**config.mk**
```make
export PLATFORM = sky130hd
export DESIGN_NAME = seg_mux_decoder_flat
export DESIGN_NICKNAME = d
export VERILOG_FILES = /design/src/rtl/seg_mux_decoder_if.sv /design/src/rtl/seg_mux_decoder.sv /design/src/flat_wrapper.sv
export SDC_FILE = /design/constraint.sdc
export NUM_CORES = 1
export LEC_CHECK = 0
export ABC_AREA = 1
export BUFFER_PORTS_ARGS = -buffer_cell sky130_fd_sc_hd__buf_4
export CORE_MARGIN = 8
export CORE_UTILIZATION = 40
export DETAILED_ROUTE_END_ITERATION = 16
export PLACE_DENSITY = 0.61
export SYNTH_ARGS = -nofsm -noshare
export SYNTH_HDL_FRONTEND = slang
export SYNTH_SLANG_ARGS = --single-unit
```
**constraint.sdc**
```tcl
create_clock -name CLK -period 2.92 [get_ports CLK]
set_input_delay 0.584 -clock CLK [delete_from_list [all_inputs] [get_ports CLK]]
set_output_delay 0.584 -clock CLK [all_outputs]
set_load 0.03 [all_outputs]
```
**src/rtl/seg_mux_decoder_if.sv**
```systemverilog
// Signal bundle between a multiplexed two-digit 7-segment source and its decoder.
// The master side drives the raw pins; the slave side returns the decoded digits.
interface seg_mux_decoder_if;
  logic [6:0] seg_pins_n;
  logic       digit_sel;
  logic [3:0] ones;
  logic [3:0] tens;
  logic       ones_valid;
  logic       tens_valid;
  logic       update;
  logic       illegal;

  modport master (
    output seg_pins_n, digit_sel,
    input  ones, tens, ones_valid, tens_valid, update, illegal
  );

  modport slave (
    input  seg_pins_n, digit_sel,
    output ones, tens, ones_valid, tens_valid, update, illegal
  );
endinterface

```
**src/rtl/seg_mux_decoder.sv**
```systemverilog
// Snoops a multiplexed two-digit 7-segment display, debounces each strobed pattern
// and decodes stable hex glyphs into per-digit values with freshness flags.
module seg_mux_decoder #(
  parameter int unsigned STABLE_CYCLES = 4,
  parameter int unsigned TIMEOUT       = 65535
) (
  input  logic               CLK,
  input  logic               RST,
  seg_mux_decoder_if.slave   bus
);
  localparam logic [3:0]  RUN_MAX     = 4'(STABLE_CYCLES);
  localparam logic [3:0]  RUN_CAPTURE = 4'(STABLE_CYCLES - 1);
  localparam logic [15:0] IDLE_MAX    = 16'(TIMEOUT);

  typedef enum logic {SETTLE, HELD} state_t;

  state_t      state_reg, state_next;
  logic [7:0]  meta_reg, sync_reg, prev_reg;
  logic [7:0]  sample;
  logic [3:0]  run_reg, run_next;
  logic        changed, capture, blank;
  logic        legal_cap, illegal_cap;
  logic [3:0]  dec_digit;
  logic        dec_legal;
  logic        update_reg, illegal_reg;
  logic [3:0]  digit_q [2];
  logic        valid_q [2];

  // Raw pins are active-low; the reset value of the synchronizer is an all-dark ones digit.
  assign sample  = {sync_reg[7], ~sync_reg[6:0]};
  assign changed = (sample != prev_reg);
  assign blank   = (sample[6:0] == 7'h00);

  always_ff @(posedge CLK) begin
    if (RST) begin
      meta_reg  <= 8'h7F;
      sync_reg  <= 8'h7F;
      prev_reg  <= 8'h00;
      run_reg   <= 4'd0;
      state_reg <= SETTLE;
    end else begin
      meta_reg  <= {bus.digit_sel, bus.seg_pins_n};
      sync_reg  <= meta_reg;
      prev_reg  <= sample;
      run_reg   <= run_next;
      state_reg <= state_next;
    end
  end

  always_comb begin
    run_next   = run_reg;
    state_next = state_reg;
    capture    = 1'b0;
    if (changed) begin
      run_next = 4'd0;
    end else if (run_reg < RUN_MAX) begin
      run_next = run_reg + 4'd1;
    end
    case (state_reg)
      SETTLE: begin
        if (!changed && (run_reg == RUN_CAPTURE)) begin
          state_next = HELD;
          capture    = 1'b1;
        end
      end
      HELD: begin
        if (changed) begin
          state_next = SETTLE;
        end
      end
      default: state_next = SETTLE;
    endcase
  end

  // Exact-match glyph table; anything else (except blank) is an illegal pattern.
  always_comb begin
    dec_digit = 4'h0;
    dec_legal = 1'b1;
    case (sample[6:0])
      7'h3F: dec_digit = 4'h0;
      7'h06: dec_digit = 4'h1;
      7'h5B: dec_digit = 4'h2;
      7'h4F: dec_digit = 4'h3;
      7'h66: dec_digit = 4'h4;
      7'h6D: dec_digit = 4'h5;
      7'h7D: dec_digit = 4'h6;
      7'h07: dec_digit = 4'h7;
      7'h7F: dec_digit = 4'h8;
      7'h6F: dec_digit = 4'h9;
      7'h77: dec_digit = 4'hA;
      7'h7C: dec_digit = 4'hB;
      7'h39: dec_digit = 4'hC;
      7'h5E: dec_digit = 4'hD;
      7'h79: dec_digit = 4'hE;
      7'h71: dec_digit = 4'hF;
      default: dec_legal = 1'b0;
    endcase
  end

  assign legal_cap   = capture && dec_legal;
  assign illegal_cap = capture && !blank && !dec_legal;

  always_ff @(posedge CLK) begin
    if (RST) begin
      update_reg  <= 1'b0;
      illegal_reg <= 1'b0;
    end else begin
      update_reg  <= legal_cap;
      illegal_reg <= illegal_cap;
    end
  end

  generate
    for (genvar gi = 0; gi < 2; gi++) begin : g_digit
      logic [3:0]  digit_reg;
      logic        valid_reg;
      logic [15:0] idle_reg, idle_next;
      logic        selected, hit_legal, hit_illegal, timed_out;

      assign selected    = (gi == 1) ? sample[7] : ~sample[7];
      assign hit_legal   = legal_cap && selected;
      assign hit_illegal = illegal_cap && selected;

      always_comb begin
        idle_next = idle_reg;
        if (hit_legal) begin
          idle_next = 16'd0;
        end else if (idle_reg < IDLE_MAX) begin
          idle_next = idle_reg + 16'd1;
        end
      end

      assign timed_out = (TIMEOUT != 0) && (idle_next == IDLE_MAX);

      // A legal capture wins over an expiring idle count in the same cycle.
      always_ff @(posedge CLK) begin
        if (RST) begin
          digit_reg <= 4'd0;
          valid_reg <= 1'b0;
          idle_reg  <= 16'd0;
        end else begin
          idle_reg <= idle_next;
          if (hit_legal) begin
            digit_reg <= dec_digit;
            valid_reg <= 1'b1;
          end else if (hit_illegal || timed_out) begin
            valid_reg <= 1'b0;
          end
        end
      end

      assign digit_q[gi] = digit_reg;
      assign valid_q[gi] = valid_reg;
    end
  endgenerate

  assign bus.ones       = digit_q[0];
  assign bus.tens       = digit_q[1];
  assign bus.ones_valid = valid_q[0];
  assign bus.tens_valid = valid_q[1];
  assign bus.update     = update_reg;
  assign bus.illegal    = illegal_reg;
endmodule

```
**src/flat_wrapper.sv**
```systemverilog
// flat-port wrapper written by rule: the top's interface ports become plain ports
module seg_mux_decoder_flat 
#(
  parameter int unsigned STABLE_CYCLES = 4,
  parameter int unsigned TIMEOUT       = 65535
)
  (CLK, RST, bus_seg_pins_n, bus_digit_sel, bus_ones, bus_tens, bus_ones_valid, bus_tens_valid, bus_update, bus_illegal);
  seg_mux_decoder_if bus_i ();
  input  logic CLK;
  input  logic RST;
  input wire logic [$bits(bus_i.seg_pins_n)-1:0] bus_seg_pins_n;
  input wire logic [$bits(bus_i.digit_sel)-1:0] bus_digit_sel;
  output wire logic [$bits(bus_i.ones)-1:0] bus_ones;
  output wire logic [$bits(bus_i.tens)-1:0] bus_tens;
  output wire logic [$bits(bus_i.ones_valid)-1:0] bus_ones_valid;
  output wire logic [$bits(bus_i.tens_valid)-1:0] bus_tens_valid;
  output wire logic [$bits(bus_i.update)-1:0] bus_update;
  output wire logic [$bits(bus_i.illegal)-1:0] bus_illegal;
  assign bus_i.seg_pins_n = bus_seg_pins_n;
  assign bus_i.digit_sel = bus_digit_sel;
  assign bus_ones = bus_i.ones;
  assign bus_tens = bus_i.tens;
  assign bus_ones_valid = bus_i.ones_valid;
  assign bus_tens_valid = bus_i.tens_valid;
  assign bus_update = bus_i.update;
  assign bus_illegal = bus_i.illegal;
  seg_mux_decoder #(.STABLE_CYCLES(STABLE_CYCLES), .TIMEOUT(TIMEOUT)) u_core (.CLK(CLK), .RST(RST), .bus(bus_i));
endmodule
```
======== After elaboration in Yosys (flattened, before gate mapping) ========
Cells that the tools add are included.
W data, S select, Z words.
cells by class
  add/sub/neg operators ................... 3
  $lt $le $gt $ge ......................... 3
  eq/ne operators ......................... 20
  muxes and demuxes ....................... 14
  bitwise logic cells ..................... 3
  reduce and logical (&&, ||, !) cells .... 18
operators with widths
  cell                     number
  $eq A7 B7 Y1 const B     12
  $mux W16                 4
  $pmux W4 S15             1
  $add A16 B1 Y16 const B  2
  $eq A16 B16 Y1 const B   2
  $lt A16 B16 Y1 const B   2
  $reduce_or A16 Y1        1
  $eq A7 B3 Y1 const B     2
  $eq A7 B6 Y1 const B     2
  $logic_and A1 B1 Y1      8
  $mux W1                  8
  $ne A8 B8 Y1             1
  $logic_not A7 Y1         1
  $not A7 Y7               1
  $add A4 B1 Y4 const B    1
  $eq A4 B2 Y1 const B     1
  $lt A4 B3 Y1 const B     1
  $reduce_bool A2 Y1       2
  $logic_not A1 Y1         3
  $logic_or A1 B1 Y1       2
  $not A1 Y1               2
  $pmux W1 S2              1
  $reduce_or A2 Y1         1
word-level totals
  flip-flop bits (word level) ............. 73
  input bits .............................. 10

======== Depth between registers and ports, before layout ========
  depth in word-level cells ............... 13
  gate-level depth with buffers ........... 16
  depth with buffers taken out ............ 16

======== Least setup slack after synthesis ========
Ideal clock, no wire load.
  path kind ............................... register to register
  start ................................... reg u_core.g_digit[0].idle_reg[0]
  end ..................................... reg u_core.g_digit[0].valid_reg, in the netlist u_core.bus.ones_valid
  data arrival time ....................... 1654 ps
  data required time ...................... 2790 ps
  setup slack ............................. 1136 ps
  stages on the path, launching flop included .. 13
  path buffers ............................ 0
  clock period less this slack ............ 1784 ps
  cells stage by stage .................... dfxtp_1 > ha_1 > nand3_1 > inv_1 > nand2_1 > nor2_1 > nand2_1 > nand3_2 > nand2_1 > nor3_1 > nand4_1 > nand2_1 > a21oi_1
on the way
  word-level cells in the longest chain between the ends .. 6
  elaborated cells on any way between the ends .. 7
ends and longest elaborated chain
  element                                                   RTL line                                        source
  start: declaration                                        seg_mux_decoder.sv:117                          logic [15:0] idle_reg, idle_next;
  start signal: assignment                                  seg_mux_decoder.sv:142                          idle_reg <= idle_next;
  $add A16 B1 Y16 / $lt A16 B16 Y1 (equally long branches)  seg_mux_decoder.sv:129, seg_mux_decoder.sv:128
  $mux W16 (*)                                              seg_mux_decoder.sv:128                          end else if (idle_reg < IDLE_MAX) begin
  $mux W16 (*)                                              seg_mux_decoder.sv:126                          if (hit_legal) begin
  $eq A16 B16 Y1 (*)                                        seg_mux_decoder.sv:133                          assign timed_out = (TIMEOUT != 0) && (idle_next == IDLE_MAX);
  $logic_or A1 B1 Y1 (*)                                    seg_mux_decoder.sv:146                          end else if (hit_illegal || timed_out) begin
  $reduce_bool A2 Y1 (no source line) (*)                   n/a
  end signal: assignment                                    seg_mux_decoder.sv:139                          valid_reg <= 1'b0;
  end signal: assignment                                    seg_mux_decoder.sv:145                          valid_reg <= 1'b1;
  end signal: assignment                                    seg_mux_decoder.sv:147                          valid_reg <= 1'b0;
  end: declaration                                          seg_mux_decoder.sv:116                          logic valid_reg;
Every way passes the cells marked *; elsewhere a longest branch is shown, timed or not.
A chain may end at the register's enable or synchronous reset.

======== Worst setup path after layout ========
Same ends and word-level chain as after synthesis.

==> results.py <==
metrics = {
    "global_route": {
        "grt_use_total_pct": 13.13,
        "globalRouteMet1Util_pct": 15.92,
        "grt_remaining_overflow": 0,
        "grt_pass1_vias": 3026,
        "antenna_found_initial": 0,
        "top_usage_layer": "met2",
        "use_met3_pct": 3.896,
        "grt_max_degree": 30,
        "grt_util_met2_pct": 21.37,
        "grt_pass1_wl_um": 13580,
    },
    "power": {
        "power.total_w": 0.001949,
        "ir_worst_vdd_v": 0.0002725,
        "p_sw_w": 0.0004723,
        "leakagePower_nw": 1.888,
        "intPower_w": 0.001477,
        "share_comb_of_total_power_pct": 5.5,
        "seq_power_share_pct": 53.1,
        "power.density_mw_per_mm2": 474.6,
        "p_sw_share_pct": 24.23,
        "power_frac_clock_pct": 41.4,
    },
    "route": {
        "drtIter0Drc": 121,
        "first_pass_iters": 4,
        "drtAntennaViolNets": 0,
        "post-route-drc-count": 0,
        "wl_um": 7587,
        "via_per_inst": 4.760,
        "avgRoutedWirePerCell_um": 11.58,
        "vias": 3118,
    },
    "worst_setup_path": {
        "start_kind": "flop",
        "worst-path-buf-inv": 1,
        "endpoint_kind": "flop",
        "slowest_delay_ns": 0.47,
        "worstSetupPathType": "flop to flop",
        "cp.arrival_ns": 2.49,
        "crit_required_ns": 3.16,
        "critPathTopFamily": "simple AND/OR/NAND/NOR gates",
        "cp_max_fo": 14,
        "worst_path_max_delay_cell": "nand4_1",
        "path_cells": "ha_1 -> nand3_1 -> inv_1 -> nand4_1 -> nand2_1 -> nand3_1 -> nor2_1 -> nand4_1 -> nand2_1 -> a21oi_1",
    },
    "placement": {
        "gp_congestion": 0.9119,
        "port_buffers": 21,
        "hpwl_um": 5781,
        "dp.cells": 639,
    },
    "floorplanning": {
        "start_util_pct": 40.37,
        "die_h_um": 111.7,
        "rows": 35,
        "io_pins": 22,
        "die_w_um": 111.7,
        "die_area_mm2": 0.01247,
        "core_mm2": 0.009065,
    },
    "clock_network": {
        "cts_root_buf": "clkbuf_8",
        "cts_buffer_depth": 2,
        "clk_latency_ns": 0.35,
        "cts_tree": "done",
        "cts_setup_buffers": 0,
        "path_clk_slew_ns": 0.08,
        "htree_levels": 3,
        "hold_buffers": 0,
        "cts_sinks": 73,
        "cts-buffers-inserted": 9,
        "postCtsResizedCells": 0,
    },
    "final_layout": {
        "drive_gt1_share_pct": 17.46,
        "largest_reg_flops": 32,
        "areaGrowthSynthToFinish_pct": 12.21,
        "diodes": 0,
        "fin_cells": 655,
        "final_nets": 552,
    },
    "status": {
        "status": "finished, final reports clean",
    },
    "sta": {
        "slew-limit-headroom_pct": 62.70,
        "rsz0062_at_grt": "false",
        "maxSlewViolCount": 0,
        "hold_viol": 0,
        "min_period_over_period_pct": 77.21,
        "finalSetupViolations": 0,
        "fin_skew_ns": 0.008444,
        "worst_pin_slew_ns": 0.5578,
        "period_needed_ns": 2.254,
        "setup_tns_ns": 0,
        "max_freq_mhz": 443.6,
    },
    "synthesis": {
        "synth_top_family_by_area": "simple AND/OR/NAND/NOR gates",
        "synthSimpleGateAreaFrac_pct": 37.64,
        "synthCells": 517,
        "syn_avg_cell_area_um2": 7.079,
        "synth-compound-area-share_pct": 6.838,
        "yosys_warnings": 0,
        "synthDistinctLibCells": 37,
        "syn-cell-area_mm2": 0.003660,
        "synthAdderAreaFrac_pct": 1.026,
        "yosysSeqAreaShare_pct": 39.93,
        "syn_nets": 530,
        "synth-xor-area-share_pct": 5.983,
        "synthMuxAreaShare_pct": 0,
        "ys_ff_latch": 73,
    },
    "worst_hold_path": {
        "hold_path_class": "primary input to flop",
    },
    "flow_run": {
        "maxCapViolations": 0,
    },
}
-- worst reg2reg max path: cells and delay by family, from the launching register on --
kind | cells | cell delay, ns
simple gates | 7 | 1.31
flops | 1 | 0.40
fa+ha+maj | 1 | 0.24
buf+inv | 1 | 0.14
compound gates | 1 | 0.05
-- metrics by stage --
stage                     area, um^2  setup WS [ns]  utilization (%)  hold slack, ns
after global placement          3902         0.7911            43.05          0.3924
after CTS                       4106         0.6672            45.30          0.3883
after floorplan                 3660          1.136                -          0.3883
final                           4106         0.6655            45.30          0.4072
after global routing            4106         0.3767            45.30          0.3885
after detailed placement        3902         0.6860            43.05          0.3958
-- power by group through the flow --
stage	combinational (W)	clock (W)	sequential, W
floorplan	0.0000880	0	0.00105
global placement	0.000108	0	0.00106
detailed placement	0.000109	0	0.00106
CTS	0.000110	0.000836	0.00103
global route	0.000124	0.000874	0.00104
finish	0.000108	0.000807	0.00103
-- cell usage in the layout (no fill, tap or decap), types with 13 or more instances in the layout --
cell type / n
nand2_1: 125
inv_1: 49
nand3_1: 33
xor2_1: 18
a21oi_1: 20
inv_2: 13
or2_2: 15
dfxtp_1: 73
buf_4: 22
nor2_1: 74
-- final timing paths --
path / slack [ns] / cells past startpoint / to / from
worst max register to register: 0.67 / 10 / u_core.bus.ones_valid / u_core.g_digit[0].idle_reg[0]
worst min register to register: 0.41 / 1 / u_core.sync_reg[3] / u_core.meta_reg[3]
worst max-delay path: 0.67 / 10 / u_core.bus.ones_valid / u_core.g_digit[0].idle_reg[0]
worst min-delay path: 0.41 / 2 / u_core.meta_reg[0] / bus_seg_pins_n[0]
-- cell usage after synthesis, drive strengths merged --
cell	n	share of area [%]
xor2	18	4.3
inv	64	6.9
nand4	10	1.7
nand2	136	15
clkbuf	4	0.41
nor3	10	1.8
ha	3	1.0
nor3b	1	0.21
nand3	36	5.3
nor2	82	9.5
buf	7	1.3
a21oi	21	3.0
dfxtp	73	40
o21ai	17	2.3
xnor2	7	1.7
nand3b	4	1.2
or2	15	2.6
nor4	1	0.17
a31oi	8	1.5
-- layer usage --
metal | up-vias | wire length [um]
li1 | 1669 | -
met1 | 1382 | 3634
met2 | 48 | 3496
met3 | 19 | 260
met4 | 0 | 196
met5 | - | 0
-- cell type report --
type	count	area, um^2
Inverter	64	252.7
Timing Repair Buffer	22	165.2
Sequential cell	73	1461
Multi-Input combinational cell	369	1884
Tap cell	111	138.9
Fill cell	940	4959
Clock inverter	6	66.31
Clock buffer	10	137.6
-- cell families (layout without fill, tap and decap cells) --
| family | count (synthesis) | after routing |
|---|---|---|
| adder cells (fa/ha/maj) | 3 | 3 |
| AO/OA/AOI/OAI | 46 | 46 |
| AND/OR/NAND/NOR | 295 | 295 |
| buffers and inverters | 75 | 102 |
| flip-flops | 73 | 73 |
| XOR/XNOR | 25 | 25 |
Power figures use the tool's default switching activity.
